## config.mk

```make
export PLATFORM = sky130hd
export DESIGN_NAME = serial_addsub_16bit
export DESIGN_NICKNAME = d
export VERILOG_FILES = /design/src/rtl/serial_addsub_16bit_pkg.sv /design/src/rtl/full_adder_1bit.sv /design/src/rtl/serial_addsub_16bit.sv
export SDC_FILE = /design/constraint.sdc
export NUM_CORES = 1
export LEC_CHECK = 0
export ABC_AREA = 1
export CAP_MARGIN = 20
export CORE_MARGIN = 3
export CORE_UTILIZATION = 53
export CTS_CLUSTER_DIAMETER = 30
export DETAILED_ROUTE_END_ITERATION = 6
export PLACE_DENSITY = 0.78
export SYNTH_ARGS = -nofsm -noshare
export SYNTH_HDL_FRONTEND = slang
export SYNTH_SLANG_ARGS = --single-unit
```

## constraint.sdc

```tcl
create_clock -name clk -period 3.44 [get_ports clk]
set_clock_uncertainty 0.2 [all_clocks]
set_input_delay 0.344 -clock clk [delete_from_list [all_inputs] [get_ports clk]]
set_output_delay 0.344 -clock clk [all_outputs]
set_load 0.1 [all_outputs]
```

## src/rtl/serial_addsub_16bit_pkg.sv

```systemverilog
// Shared constants and types for the bit-serial adder/subtractor.
package serial_addsub_16bit_pkg;

  localparam int unsigned ADDSUB_WIDTH = 16;

  typedef enum logic [1:0] {
    IDLE = 2'd0,
    RUN  = 2'd1,
    DONE = 2'd2
  } state_e;

  typedef enum logic {
    OP_ADD = 1'b0,
    OP_SUB = 1'b1
  } op_e;

endpackage

```

## src/rtl/full_adder_1bit.sv

```systemverilog
// Single-bit full-adder cell; the only arithmetic in the serial datapath.
module full_adder_1bit (
  input  logic a,
  input  logic b,
  input  logic ci,
  output logic sum_c,
  output logic cout_c
);

  assign sum_c  = a ^ b ^ ci;
  assign cout_c = (a & b) | (a & ci) | (b & ci);

endmodule

```

## src/rtl/serial_addsub_16bit.sv

```systemverilog
// Bit-serial X+Y / X-Y, one bit per cycle LSB first, with registered result and flags.
module serial_addsub_16bit
  import serial_addsub_16bit_pkg::*;
#(
  parameter int unsigned WIDTH = ADDSUB_WIDTH
) (
  input  logic             clk,
  input  logic             rst,
  input  logic             start,
  input  logic             sub,
  input  logic [WIDTH-1:0] X,
  input  logic [WIDTH-1:0] Y,
  output logic             busy,
  output logic             done,
  output logic [WIDTH-1:0] Z,
  output logic             s,
  output logic             zr,
  output logic             cy,
  output logic             p,
  output logic             v
);

  localparam int unsigned CNT_W = $clog2(WIDTH);
  localparam logic [CNT_W-1:0] LAST_BIT = CNT_W'(WIDTH - 1);

  state_e           state_q, state_d;
  logic             load_c, shift_c, finish_c;
  logic [WIDTH-1:0] x_sr, y_sr, z_sr;
  logic [CNT_W-1:0] cnt_q;
  logic             carry_q;
  op_e              op_q;
  logic             fa_b_c, sum_c, cout_c;
  logic [WIDTH-1:0] z_fin_c;

  // Subtraction feeds the inverted Y bit; the +1 comes from the preset carry.
  assign fa_b_c  = y_sr[0] ^ (op_q == OP_SUB);
  assign z_fin_c = {sum_c, z_sr[WIDTH-1:1]};

  full_adder_1bit u_fa (
    .a      (x_sr[0]),
    .b      (fa_b_c),
    .ci     (carry_q),
    .sum_c  (sum_c),
    .cout_c (cout_c)
  );

  always_ff @(posedge clk or posedge rst) begin
    if (rst) state_q <= IDLE;
    else     state_q <= state_d;
  end

  always_comb begin
    state_d  = state_q;
    load_c   = 1'b0;
    shift_c  = 1'b0;
    finish_c = 1'b0;
    case (state_q)
      IDLE: begin
        if (start) begin
          load_c  = 1'b1;
          state_d = RUN;
        end
      end
      RUN: begin
        shift_c = 1'b1;
        if (cnt_q == LAST_BIT) begin
          finish_c = 1'b1;
          state_d  = DONE;
        end
      end
      DONE: begin
        if (start) begin
          load_c  = 1'b1;
          state_d = RUN;
        end else begin
          state_d = IDLE;
        end
      end
      default: state_d = IDLE;
    endcase
  end

  // Datapath: operand/result shift registers, bit counter and carry.
  always_ff @(posedge clk or posedge rst) begin
    if (rst) begin
      x_sr    <= '0;
      y_sr    <= '0;
      z_sr    <= '0;
      cnt_q   <= '0;
      carry_q <= 1'b0;
      op_q    <= OP_ADD;
    end else if (load_c) begin
      x_sr    <= X;
      y_sr    <= Y;
      cnt_q   <= '0;
      carry_q <= sub;
      op_q    <= op_e'(sub);
    end else if (shift_c) begin
      x_sr    <= x_sr >> 1;
      y_sr    <= y_sr >> 1;
      z_sr    <= z_fin_c;
      cnt_q   <= cnt_q + CNT_W'(1);
      carry_q <= cout_c;
    end
  end

  // Status, result and flags; result/flags change only when DONE is entered.
  always_ff @(posedge clk or posedge rst) begin
    if (rst) begin
      busy <= 1'b0;
      done <= 1'b0;
      Z    <= '0;
      s    <= 1'b0;
      zr   <= 1'b0;
      cy   <= 1'b0;
      p    <= 1'b0;
      v    <= 1'b0;
    end else begin
      busy <= (state_d == RUN);
      done <= finish_c;
      if (finish_c) begin
        Z  <= z_fin_c;
        s  <= z_fin_c[WIDTH-1];
        zr <= (z_fin_c == '0);
        cy <= cout_c;
        p  <= ~^z_fin_c;
        v  <= cout_c ^ carry_q;
      end
    end
  end

endmodule

```

### Word-level counts from Yosys, hierarchy flattened

Index checks and enable logic that the tools add are counted.

| storage, ports and cells | value |
|---|---|
| input bits | 36 |
| output and inout bits | 23 |
| register bits after elaboration | 79 |

| operators by class | value |
|---|---|
| multiplexer cells | 17 |
| reduce and logical (&&, ||, !) cells | 6 |
| eq/ne operators | 4 |
| bitwise gates (word level) | 10 |
| $add $sub $neg | 1 |

Operators by type and width:

| cell | count |
|---|---|
| 16-bit 2-to-1 mux | 4 |
| 16-bit zero test | 1 |
| 16-bit XNOR reduction | 1 |
| 1-bit 2-to-1 mux | 8 |
| 4-bit 2-to-1 mux | 2 |
| 2-bit one-hot mux with 3 select lines | 1 |
| 4-bit by 1-bit adder with 4-bit output, second input constant | 1 |
| 2-bit by 1-bit == test with 1-bit output, second input constant | 2 |
| 4-bit == test, second input constant | 1 |
| 2-bit 2-to-1 mux | 2 |
| 1-bit XOR | 4 |
| 1-bit AND | 3 |
| 2-bit == test, second input constant | 1 |
| 2-bit zero test | 1 |
| 1-bit bitwise OR | 2 |
| 2-bit AND reduction | 1 |
| 2-bit nonzero test | 1 |
| 2-bit OR reduction | 1 |
| 1-bit inverter | 1 |

### Depth between registers and ports, before layout

Gate-level depths: netlist of run 1.

| depth | value |
|---|---|
| depth after elaboration | 6 |
| gate-level depth with buffers | 11 |
| depth with buffers taken out | 11 |

### By module

A second synthesis of run 1 with hierarchy kept.

| unflattened totals | value |
|---|---|
| cells, all modules | 385 |
| area total of the unflattened synthesis | 3494.6 um2 |

By module, submodules not included:

| module | sequential area each (um2) | instances | area an instance (um2) | cells each |
|---|---|---|---|---|
| serial_addsub_16bit | 1926.8 | 1 | 3474.6 | 384 |
| full_adder_1bit | 0.0 | 1 | 20.0 | 1 |

### Worst setup path after synthesis of run 1

Ideal clock, no wire load.

| timing path | value |
|---|---|
| path kind | register -> register |
| from | register op_q |
| to | register p |
| path buffers | 0 |
| clock period less this slack | 2.096 ns |
| setup slack | 1.344 ns |
| data arrival time | 1.776 ns |
| data required time | 3.120 ns |
| stages on the path, launching flop included | 12 |
| cells stage by stage | dfrtp_1 -> xnor2_1 -> fa_1 -> ha_1 -> nand2_1 -> inv_1 -> nor2_1 -> nand2_1 -> nand2_1 -> nand2_1 -> nand3_1 -> nand2_1 |

| between the ends | value |
|---|---|
| word-level cells in the longest chain between the ends | 4 |

Ends and longest elaborated chain:

| item | RTL line | text |
|---|---|---|
| start, declared | serial_addsub_16bit.sv:31 | `op_e op_q;` |
| start signal, assigned | serial_addsub_16bit.sv:97 | `op_q <= op_e'(sub);` |
| 1-bit XOR | serial_addsub_16bit.sv:36 | `assign fa_b_c = y_sr[0] ^ (op_q == OP_SUB);` |
| 1-bit XOR (2 in series) | full_adder_1bit.sv:10 | `assign sum_c = a ^ b ^ ci;` |
| 16-bit XNOR reduction | serial_addsub_16bit.sv:126 | `p <= ~^z_fin_c;` |
| end signal, assigned | serial_addsub_16bit.sv:126 |  |
| end, declared | serial_addsub_16bit.sv:19 | `output logic p,` |

Every way passes these cells.
A chain may end at the register's enable or synchronous reset.

### Worst setup path in the final report of run 1

| timing path | value |
|---|---|
| from | register Z[15] |
| to | output port Z[15] |

RTL lines:

| item | RTL line | text |
|---|---|---|
| start, declared | serial_addsub_16bit.sv:15 | `output logic [WIDTH-1:0] Z,` |
| start signal, assigned | serial_addsub_16bit.sv:122 | `Z <= z_fin_c;` |

No word-level cell between the ends.

==> reports/qor.yml, run 1 <==
placed_design:
  globalplace.congestion: 0.764
  place_inst: 503
  place_ws_ns: 1.01
  dp_hpwl_um: 4720
  io_buffers: 58
clock_network:
  clockRootBuffer: "clkbuf_8"
  path_clk_slew_ns: 0.08
  cts_tree: "yes"
  cts.repair.resized: 0
  clk_latency_ns: 0.35
  cts_sinks: 77
  numCtsBuffers: 9
  cts.path.max_buffers: 2
  cts_setup_buffers: 0
  cts_max_level: 3
  cts_hold_buf: 0
power_and_ir_drop:
  finalPower_mw: 4.63
  p_seq_frac: 0.317
  power_density_mw_per_mm2: 1090
  comb_power_share: 0.536
  switching_share: 0.478
  power_leakage_nw: 1.99
  clkPwrFrac: 0.148
  switchingPower_mw: 2.21
  peakVddDrop_v: 0.000841
  cellInternalPower_mw: 2.42
grt:
  grt_pass1_wl_um: 11800
  grt_max_degree: 46
  antenna_found_initial: 0
  overflow: 0
  grt_pass1_vias: 2601
  grt_usage: 0.201
final_layout:
  fill_cells: 483
  diodes: 0
  seqCellArea_mm2: 0.00193
  instances_no_fill: 519
  num-nets-final: 485
  drive_above_1_share: 0.0563
  multi_input_area_mm2: 0.00122
  syn_to_final_growth_pct: 22.9
detailed_routing:
  avgViaCountPerCell: 5.20
  ant_nets: 0
  drcViolationCount: 0
  wirelength_um: 6780
  wire_per_inst_um: 13.1
  drt_iter0_drc: 151
  drt_pass1_iterations: 5
  vias: 2697
setup_path:
  max_stage_delay_ns: 1.15
  slowest_stage: "clkdlybuf4s50_1"
  startpoint: "Z[15]$_DFFE_PP0P_"
  critPathLaunchType: "flip-flop"
  critPathArrivalTime_ns: 1.88
  crit_family: "buffers and inverters"
  rrSetupSlack_ns: 1.21
  cp_cell_sequence: "clkdlybuf4s50_1"
  endpoint_kind: "output port"
  r2r_cells: 11
  crit_type: "flip-flop to output port"
  r2r-end: "p$_DFFE_PP0P_"
  r2r_start: "op_q$_DFFE_PP0P_"
  required_ns: 2.90
  crit_path_max_fanout: 3
  cp.buffers_inverters: 1
yosys:
  syn_nets: 434
  syn_avg_cell_area_um2: 8.94
  yosysUniqueCellTypes: 28
  synthCells: 388
  yosys_warnings: 0
  synthesis.area_mm2: 0.00347
  ys_seq_area_frac: 0.556
  synth-seq-cells: 77
flow_run:
  drv_cap: 0
timing:
  setup_viol_count_final: 0
  slew_headroom: 0.350
  tns_ns: 0
  tightest_slew_ns: 0.972
  report.final.hold_viol_count: 0
  fin_crit_ns: 2.43
  final_max_slew_viol_count: 0
  setup_ws_ns: 1.01
  clock.fmax_mhz: 412
  whs_ns: 0.228
  rsz0062_at_grt: "no"
  min_period_over_period: 0.706
die:
  dieArea_mm2: 0.00755
  die_h_um: 86.9
  initial_core_util: 0.566
  ios: 59
  design.core.area_mm2: 0.00613
  die_w_um: 86.9
  rows: 28
hold_path:
  hold_class: "primary input to async pin"
status:
  status: "completed"
==> metal layers <==
| metal | up-vias | wire length, µm | track usage |
|---|---|---|---|
| met3 | 11 | 343 | 0.0407 |
| met4 | 0 | 131 | 0.0977 |
| li1 | 1358 | - | - |
| met1 | 1261 | 3170 | 0.272 |
| met5 | - | 0 | 0 |
| met2 | 67 | 3130 | 0.311 |
==> how the worst max path moves through the flow <==
| stage | to | slack [ns] | depth (start not counted) |
|---|---|---|---|
| after detailed placement | carry_q$_DFFE_PP0P_ | 1.01 | 5 |
| after floorplan | Z[0]$_DFFE_PP0P_ | 0.93 | 1 |
| after CTS | Z[15] | 0.99 | 1 |
| after global routing | s | 0.96 | 1 |
| final | Z[15] | 1.01 | 1 |
| after global placement | x_sr[4]$_DFFE_PP0P_ | 1.05 | 5 |
==> power groups by stage <==
| stage | Clock (mW) | Combinational [mW] | Sequential [mW] |
|---|---|---|---|
| floorplan | 0 | 1.35 | 2.09 |
| global placement | 0 | 2.41 | 1.46 |
| detailed placement | 0 | 2.49 | 1.48 |
| CTS | 0.691 | 2.50 | 1.47 |
| global route | 0.739 | 2.77 | 1.51 |
| finish | 0.684 | 2.48 | 1.47 |
==> cell usage in the layout (no fill, tap or decap) <==
master           netlist  routed
a21oi_1                1       1
or2_2                  0       1
o211ai_1               1       1
clkinv_2               0       2
fa_1                   1       1
clkinvlp_4             0       3
nor2_1                25      25
xor2_1                 1       1
o31ai_2                1       1
nor2_4                 1       1
o22ai_1               13      13
nand2_1               96      96
buf_12                 0       1
dfrtp_1               77      77
xnor2_1                3       3
o21a_1                 2       2
nand4_1                2       2
o21ai_0               34      34
clkbuf_8               0      10
bufinv_16              0       1
nand2_2                1       1
o21ai_1               18      18
nand3_1                9       9
ha_1                   9       9
buf_4                  1       2
clkinv_1               1       1
inv_2                  1       2
inv_1                 54      53
o221ai_1              15      15
clkdlybuf4s50_1        0      58
==> layout make-up <==
type / count / area share
multi-input combinational: 234 / 0.285
timing repair buffer: 61 / 0.144
clock inverter: 6 / 0.0147
sequential: 77 / 0.452
tap: 75 / 0.0220
inverter: 56 / 0.0493
clock buffer: 10 / 0.0323
==> cells by family (layout without fill, tap and decap cells) <==
logic type | after synthesis | in the layout | share of synthesized area
AND/OR/NAND/NOR | 135 | 135 | 0.154
XOR/XNOR | 4 | 4 | 0.0101
flip-flops | 77 | 77 | 0.556
adder cells (fa/ha/maj) | 10 | 10 | 0.0382
buffers and inverters | 77 | 133 | 0.0938
AO/OA/AOI/OAI | 85 | 85 | 0.148
==> synth_stat cells <==
library cell,count,area (µm²)
xor2_1,1,8.76
buf_4,1,7.51
nand3_1,9,45.0
nor2_1,25,93.8
o22ai_1,13,81.3
nand4_1,2,12.5
o21ai_0,34,170
o21ai_1,18,90.1
clkbuf_1,8,30.0
nand2_2,1,6.26
buf_6,3,33.8
o31ai_2,1,12.5
nor2_4,1,11.3
xnor2_1,3,26.3
inv_2,1,3.75
o21a_1,2,15.0
buf_2,8,40.0
clkinv_1,1,3.75
a21oi_1,1,5.00
or2_1,1,6.26
dfrtp_1,77,1930
buf_1,1,3.75
fa_1,1,20.0
o221ai_1,15,131
ha_1,9,113
o211ai_1,1,7.51
nand2_1,96,360
inv_1,54,203
==> state kept, by name, summed over array words and instances, names as in the netlist, 2 cells and up <==
register  cells
state_q       2
z_sr         15
cnt_q         4
Z            16
x_sr         16
y_sr         16
==> through the flow <==
step           area [µm²]  utilization
6_report             4260        0.695
5_1_grt              4260        0.695
4_1_cts              4260        0.695
3_5_place_dp         4060        0.663
3_3_place_gp         4060        0.663
2_1_floorplan        3470            -
(Power assumes the default switching activity.)
==> inputs of run 2 (changes only) <==
clock period = 2.25 ns   (was 3.44 ns; I/O delays follow)
==> run 2 against run 1 <==
Compared with the run above:
- hold slack got worse by 0.12 ns
- final area up 0.79%
- worst setup slack worse by 0.92 ns
- critical endpoint is now p$_DFFE_PP0P_
- largest power group unchanged
==> reports/qor.yml, run 2 (synthesis results as in run 1) <==
clock_network:
  cts_hold_buf: 0
  numCtsBuffers: 9
  cts_max_level: 3
  cts_sinks: 77
  clockRootBuffer: "clkbuf_8"
  clk_latency_ns: 0.34
  cts_tree: "yes"
  cts.path.max_buffers: 2
  path_clk_slew_ns: 0.08
setup_path:
  startpoint: "y_sr[0]$_DFFE_PP0P_"
  critPathLaunchType: "flip-flop"
  endpoint_kind: "flip-flop"
  r2r-end: "p$_DFFE_PP0P_"
  r2r_start: "y_sr[0]$_DFFE_PP0P_"
  critPathArrivalTime_ns: 2.19
  crit_type: "flip-flop to flip-flop"
  r2r_cells: 11
  required_ns: 2.28
  crit_path_max_fanout: 3
  rrSetupSlack_ns: 0.09
die:
  ios: 59
  die_h_um: 86.9
  die_w_um: 86.9
  design.core.area_mm2: 0.00613
  rows: 28
  initial_core_util: 0.566
  dieArea_mm2: 0.00755
timing:
  setup_viol_count_final: 0
  clock.fmax_mhz: 463
  whs_ns: 0.105
  min_period_over_period: 0.959
  fin_crit_ns: 2.16
  rsz0062_at_grt: "no"
  final_max_slew_viol_count: 0
  tns_ns: 0
  tightest_slew_ns: 0.601
  report.final.hold_viol_count: 0
  slew_headroom: 0.599
status:
  status: "completed"
grt:
  grt_pass1_wl_um: 11900
  grt_max_degree: 78
  grt_usage: 0.198
  grt_pass1_vias: 2731
  antenna_found_initial: 0
  overflow: 0
power_and_ir_drop:
  comb_power_share: 0.563
  peakVddDrop_v: 0.00116
  p_seq_frac: 0.308
  power_density_mw_per_mm2: 1700
  switching_share: 0.481
  power_leakage_nw: 2.08
  cellInternalPower_mw: 3.78
  finalPower_mw: 7.28
  clkPwrFrac: 0.129
  switchingPower_mw: 3.50
placed_design:
  io_buffers: 58
  placed_area_mm2: 0.00407
  globalplace.congestion: 0.789
  place_inst: 510
  dp_hpwl_um: 4770
detailed_routing:
  avgViaCountPerCell: 5.21
  drt_pass1_iterations: 5
  wirelength_um: 6880
  wire_per_inst_um: 13.1
  drcViolationCount: 0
  ant_nets: 0
  drt_iter0_drc: 132
  vias: 2746
final_layout:
  final_common_cell: "nand2_1"
  final_cell_mix: "nand2_1, dfrtp_1, inv_1"
  drive_above_1_share: 0.137
  fill_cells: 520
  instances_no_fill: 527
  multi_input_area_mm2: 0.00125
  num-nets-final: 493
  fin_area_mm2: 0.00430
  seqCellArea_mm2: 0.00193
  top_regs: "Z x16, x_sr x16, y_sr x16"
  diodes: 0
  syn_to_final_growth_pct: 23.9
hold_path:
  hold_class: "primary input to async pin"
flow_run:
  drv_cap: 0
-- run 2: cell count changes in the layout (fill, tap and decap cells not counted), sizes merged --
cell / delta
buf: +31
clkdlybuf4s50: -23
clkbuf: +2
bufinv: -1
clkinv: +1
clkinvlp: -1
inv: -1
-- run 2: stage by stage --
stage           util  setup slack [ns]
3_3_place_gp   0.664             0.106
2_1_floorplan      -             0.154
5_1_grt        0.701           0.00482
3_5_place_dp   0.664           0.00912
4_1_cts        0.696           0.00697
6_report       0.701            0.0920
-- run 2: worst max path at each step --
stage / slack, ns / end / cells after the start
after floorplan: 0.15 / p$_DFFE_PP0P_ / 11
after global placement: 0.11 / p$_DFFE_PP0P_ / 11
after detailed placement: 0.009 / p$_DFFE_PP0P_ / 11
after CTS: 0.007 / p$_DFFE_PP0P_ / 11
after global routing: 0.005 / p$_DFFE_PP0P_ / 11
final: 0.09 / p$_DFFE_PP0P_ / 11
-- run 2: what timing repair did --
item                                    4_1_cts  5_1_grt
resized for setup                             1        7
endpoints found under the setup margin        1        1
buffers inserted                              1        0
hold endpoints to repair                      0        0
pin swaps                                     1       10
-- run 2: area by class of cell --
type / instances / share of cell area
Clock buffer: 12 / 0.0361
Multi-Input combinational cell: 234 / 0.292
Sequential cell: 77 / 0.448
Inverter: 56 / 0.0498
Clock inverter: 4 / 0.00524
Tap cell: 75 / 0.0218
Timing Repair Buffer: 69 / 0.147
-- run 2: per-layer routing --
| metal | track usage | up-vias | part of all wire | wire [µm] |
|---|---|---|---|---|
| met4 | 0.102 | 0 | 0.025 | 175 |
| met5 | 0 | - | 0 | 0 |
| met1 | 0.255 | 1283 | 0.44 | 3050 |
| met3 | 0.0341 | 20 | 0.052 | 358 |
| met2 | 0.323 | 71 | 0.48 | 3300 |
| li1 | - | 1372 | - | - |
-- run 2: power groups by stage --
| stage | clock (mW) | combinational [mW] | sequential [mW] |
|---|---|---|---|
| global placement | 0 | 3.72 | 2.23 |
| floorplan | 0 | 2.06 | 3.20 |
| CTS | 0.956 | 3.92 | 2.25 |
| finish | 0.937 | 4.10 | 2.25 |
| detailed placement | 0 | 3.85 | 2.26 |
| global route | 1.02 | 4.52 | 2.31 |
-- run 2: critical path, cell delays in order (launching register included) --
cell,delay [ns]
dfrtp_1,0.41
xnor2_2,0.15
fa_2,0.57
ha_4,0.22
nand2_4,0.06
inv_2,0.04
nor2_2,0.11
nand2_1,0.06
nand2_1,0.07
nand2_1,0.06
nand3_2,0.07
nand2_1,0.05
==> inputs of run 3 (changes only) <==
--- a/constraint.sdc
+++ b/constraint.sdc
@@ -4,2 +4,2 @@
 set_output_delay 0.225 -clock clk [all_outputs]
-set_load 0.1 [all_outputs]
+set_load 0.01 [all_outputs]
==> run 3 against run 2 <==
Compared with the run above:
- power decreased by 10%
- die area is the same
- largest cell class unchanged
- maximum frequency shrank 0.33%
- critical path depth is the same
- count of clock-buffer cells in the layout grew 1
- sequential power about the same
==> reports/qor.yml, run 3 (synthesis results as in run 1) <==
status:
  status: "completed"
clock_network:
  path_clk_slew_ns: 0.07
  cts_hold_buf: 0
  cts_sinks: 77
  numCtsBuffers: 9
  clockRootBuffer: "clkbuf_8"
  clk_latency_ns: 0.34
  cts.path.max_buffers: 2
  cts_tree: "yes"
  cts_max_level: 3
setup_path:
  critPathArrivalTime_ns: 2.20
  required_ns: 2.29
  critPathLaunchType: "flip-flop"
  crit_type: "flip-flop to flip-flop"
  crit_path_max_fanout: 3
  endpoint_kind: "flip-flop"
timing:
  setup_viol_count_final: 0
  slew_headroom: 0.598
  min_period_over_period: 0.962
  whs_ns: 0.131
  final_max_slew_viol_count: 0
  fin_crit_ns: 2.17
  tightest_slew_ns: 0.602
  clock.fmax_mhz: 462
  tns_ns: 0
  rsz0062_at_grt: "yes"
  setup_ws_ns: 0.0850
  report.final.hold_viol_count: 0
die:
  dieArea_mm2: 0.00755
  ios: 59
  rows: 28
  die_w_um: 86.9
  initial_core_util: 0.566
  die_h_um: 86.9
  design.core.area_mm2: 0.00613
grt:
  grt_usage: 0.198
  antenna_found_initial: 0
  grt_pass1_wl_um: 11700
  grt_max_degree: 78
  grt_pass1_vias: 2678
  overflow: 0
final_layout:
  final_common_cell: "nand2_1"
  diodes: 0
  final_cell_mix: "nand2_1, dfrtp_1, clkdlybuf4s50_1"
  num-nets-final: 493
  instances_no_fill: 527
  top_regs: "Z x16, x_sr x16, y_sr x16"
  syn_to_final_growth_pct: 26.5
  drive_above_1_share: 0.0841
  fin_area_mm2: 0.00439
placed_design:
  place_inst: 510
  io_buffers: 58
  place_ws_ns: 0.0234
  placed_area_mm2: 0.00413
  dp_hpwl_um: 4730
  globalplace.congestion: 0.786
detailed_routing:
  drcViolationCount: 0
  drt_iter0_drc: 141
  drt_pass1_iterations: 4
  wire_per_inst_um: 13.0
  ant_nets: 0
  wirelength_um: 6830
  vias: 2712
  avgViaCountPerCell: 5.15
hold_path:
  hold_class: "primary input to async pin"
power_and_ir_drop:
  peakVddDrop_v: 0.000948
  power_density_mw_per_mm2: 1490
  power_leakage_nw: 2.05
flow_run:
  drv_cap: 0
run 3: layout make-up:
| cell class | count | area, µm² |
|---|---|---|
| multi-input cells | 234 | 1250 |
| clock inverters | 3 | 42.5 |
| inverters | 56 | 214 |
| flip-flops and latches | 77 | 1930 |
| repair buffers | 69 | 688 |
| clock buffers | 13 | 169 |
| well taps | 75 | 93.8 |
| fillers | 474 | 1740 |
run 3: path summary, 6_finish.rpt:
kind / startpoint / to / slack, ns / cells past startpoint
worst max-delay path: y_sr[0]$_DFFE_PP0P_ / p$_DFFE_PP0P_ / 0.08 / 11
worst min register to register: cnt_q[3]$_DFFE_PP0P_ / cnt_q[3]$_DFFE_PP0P_ / 0.27 / 1
max in group asynchronous: rst / z_sr[10]$_DFFE_PP0P_ / 1.39 / 3
min in group clk: X[15] / x_sr[15]$_DFFE_PP0P_ / 0.24 / 3
worst max register to register: y_sr[0]$_DFFE_PP0P_ / p$_DFFE_PP0P_ / 0.08 / 11
worst min-delay path: rst / x_sr[3]$_DFFE_PP0P_ / 0.13 / 3
run 3: metal layers:
metal / share of wire / GRT usage / wire [µm]
met5: 0 / 0 / 0
met4: 0.017 / 0.0921 / 113
met3: 0.046 / 0.0426 / 314
met2: 0.49 / 0.326 / 3360
met1: 0.45 / 0.250 / 3040
run 3: per-stage QoR:
stage	utilization	total power, mW
after CTS	0.708	6.25
after detailed placement	0.674	5.15
final	0.716	6.52
after floorplan	-	4.29
after global routing	0.716	7.08
after global placement	0.674	5.01
run 3: worst max-delay path, stage by stage, from the launching register on:
cell	delay [ns]
dfrtp_1	0.41
xnor2_2	0.16
fa_2	0.59
ha_4	0.23
inv_1	0.07
nand2_1	0.05
nand2_1	0.07
nand2_1	0.05
nand2_1	0.06
nand2_1	0.05
nand3_1	0.07
nand2_1	0.04
run 3: timing repair:
action | 4_1_cts | 5_1_grt
buffers inserted | 0 | 1
resized for setup | 0 | 8
setup endpoints to repair | 0 | 1
run 3: where the power goes:
group          internal (mW)  leakage, nW  switching, mW
combinational           1.43        0.978           1.77
clock                  0.602        0.106          0.478
sequential              1.97        0.972          0.267
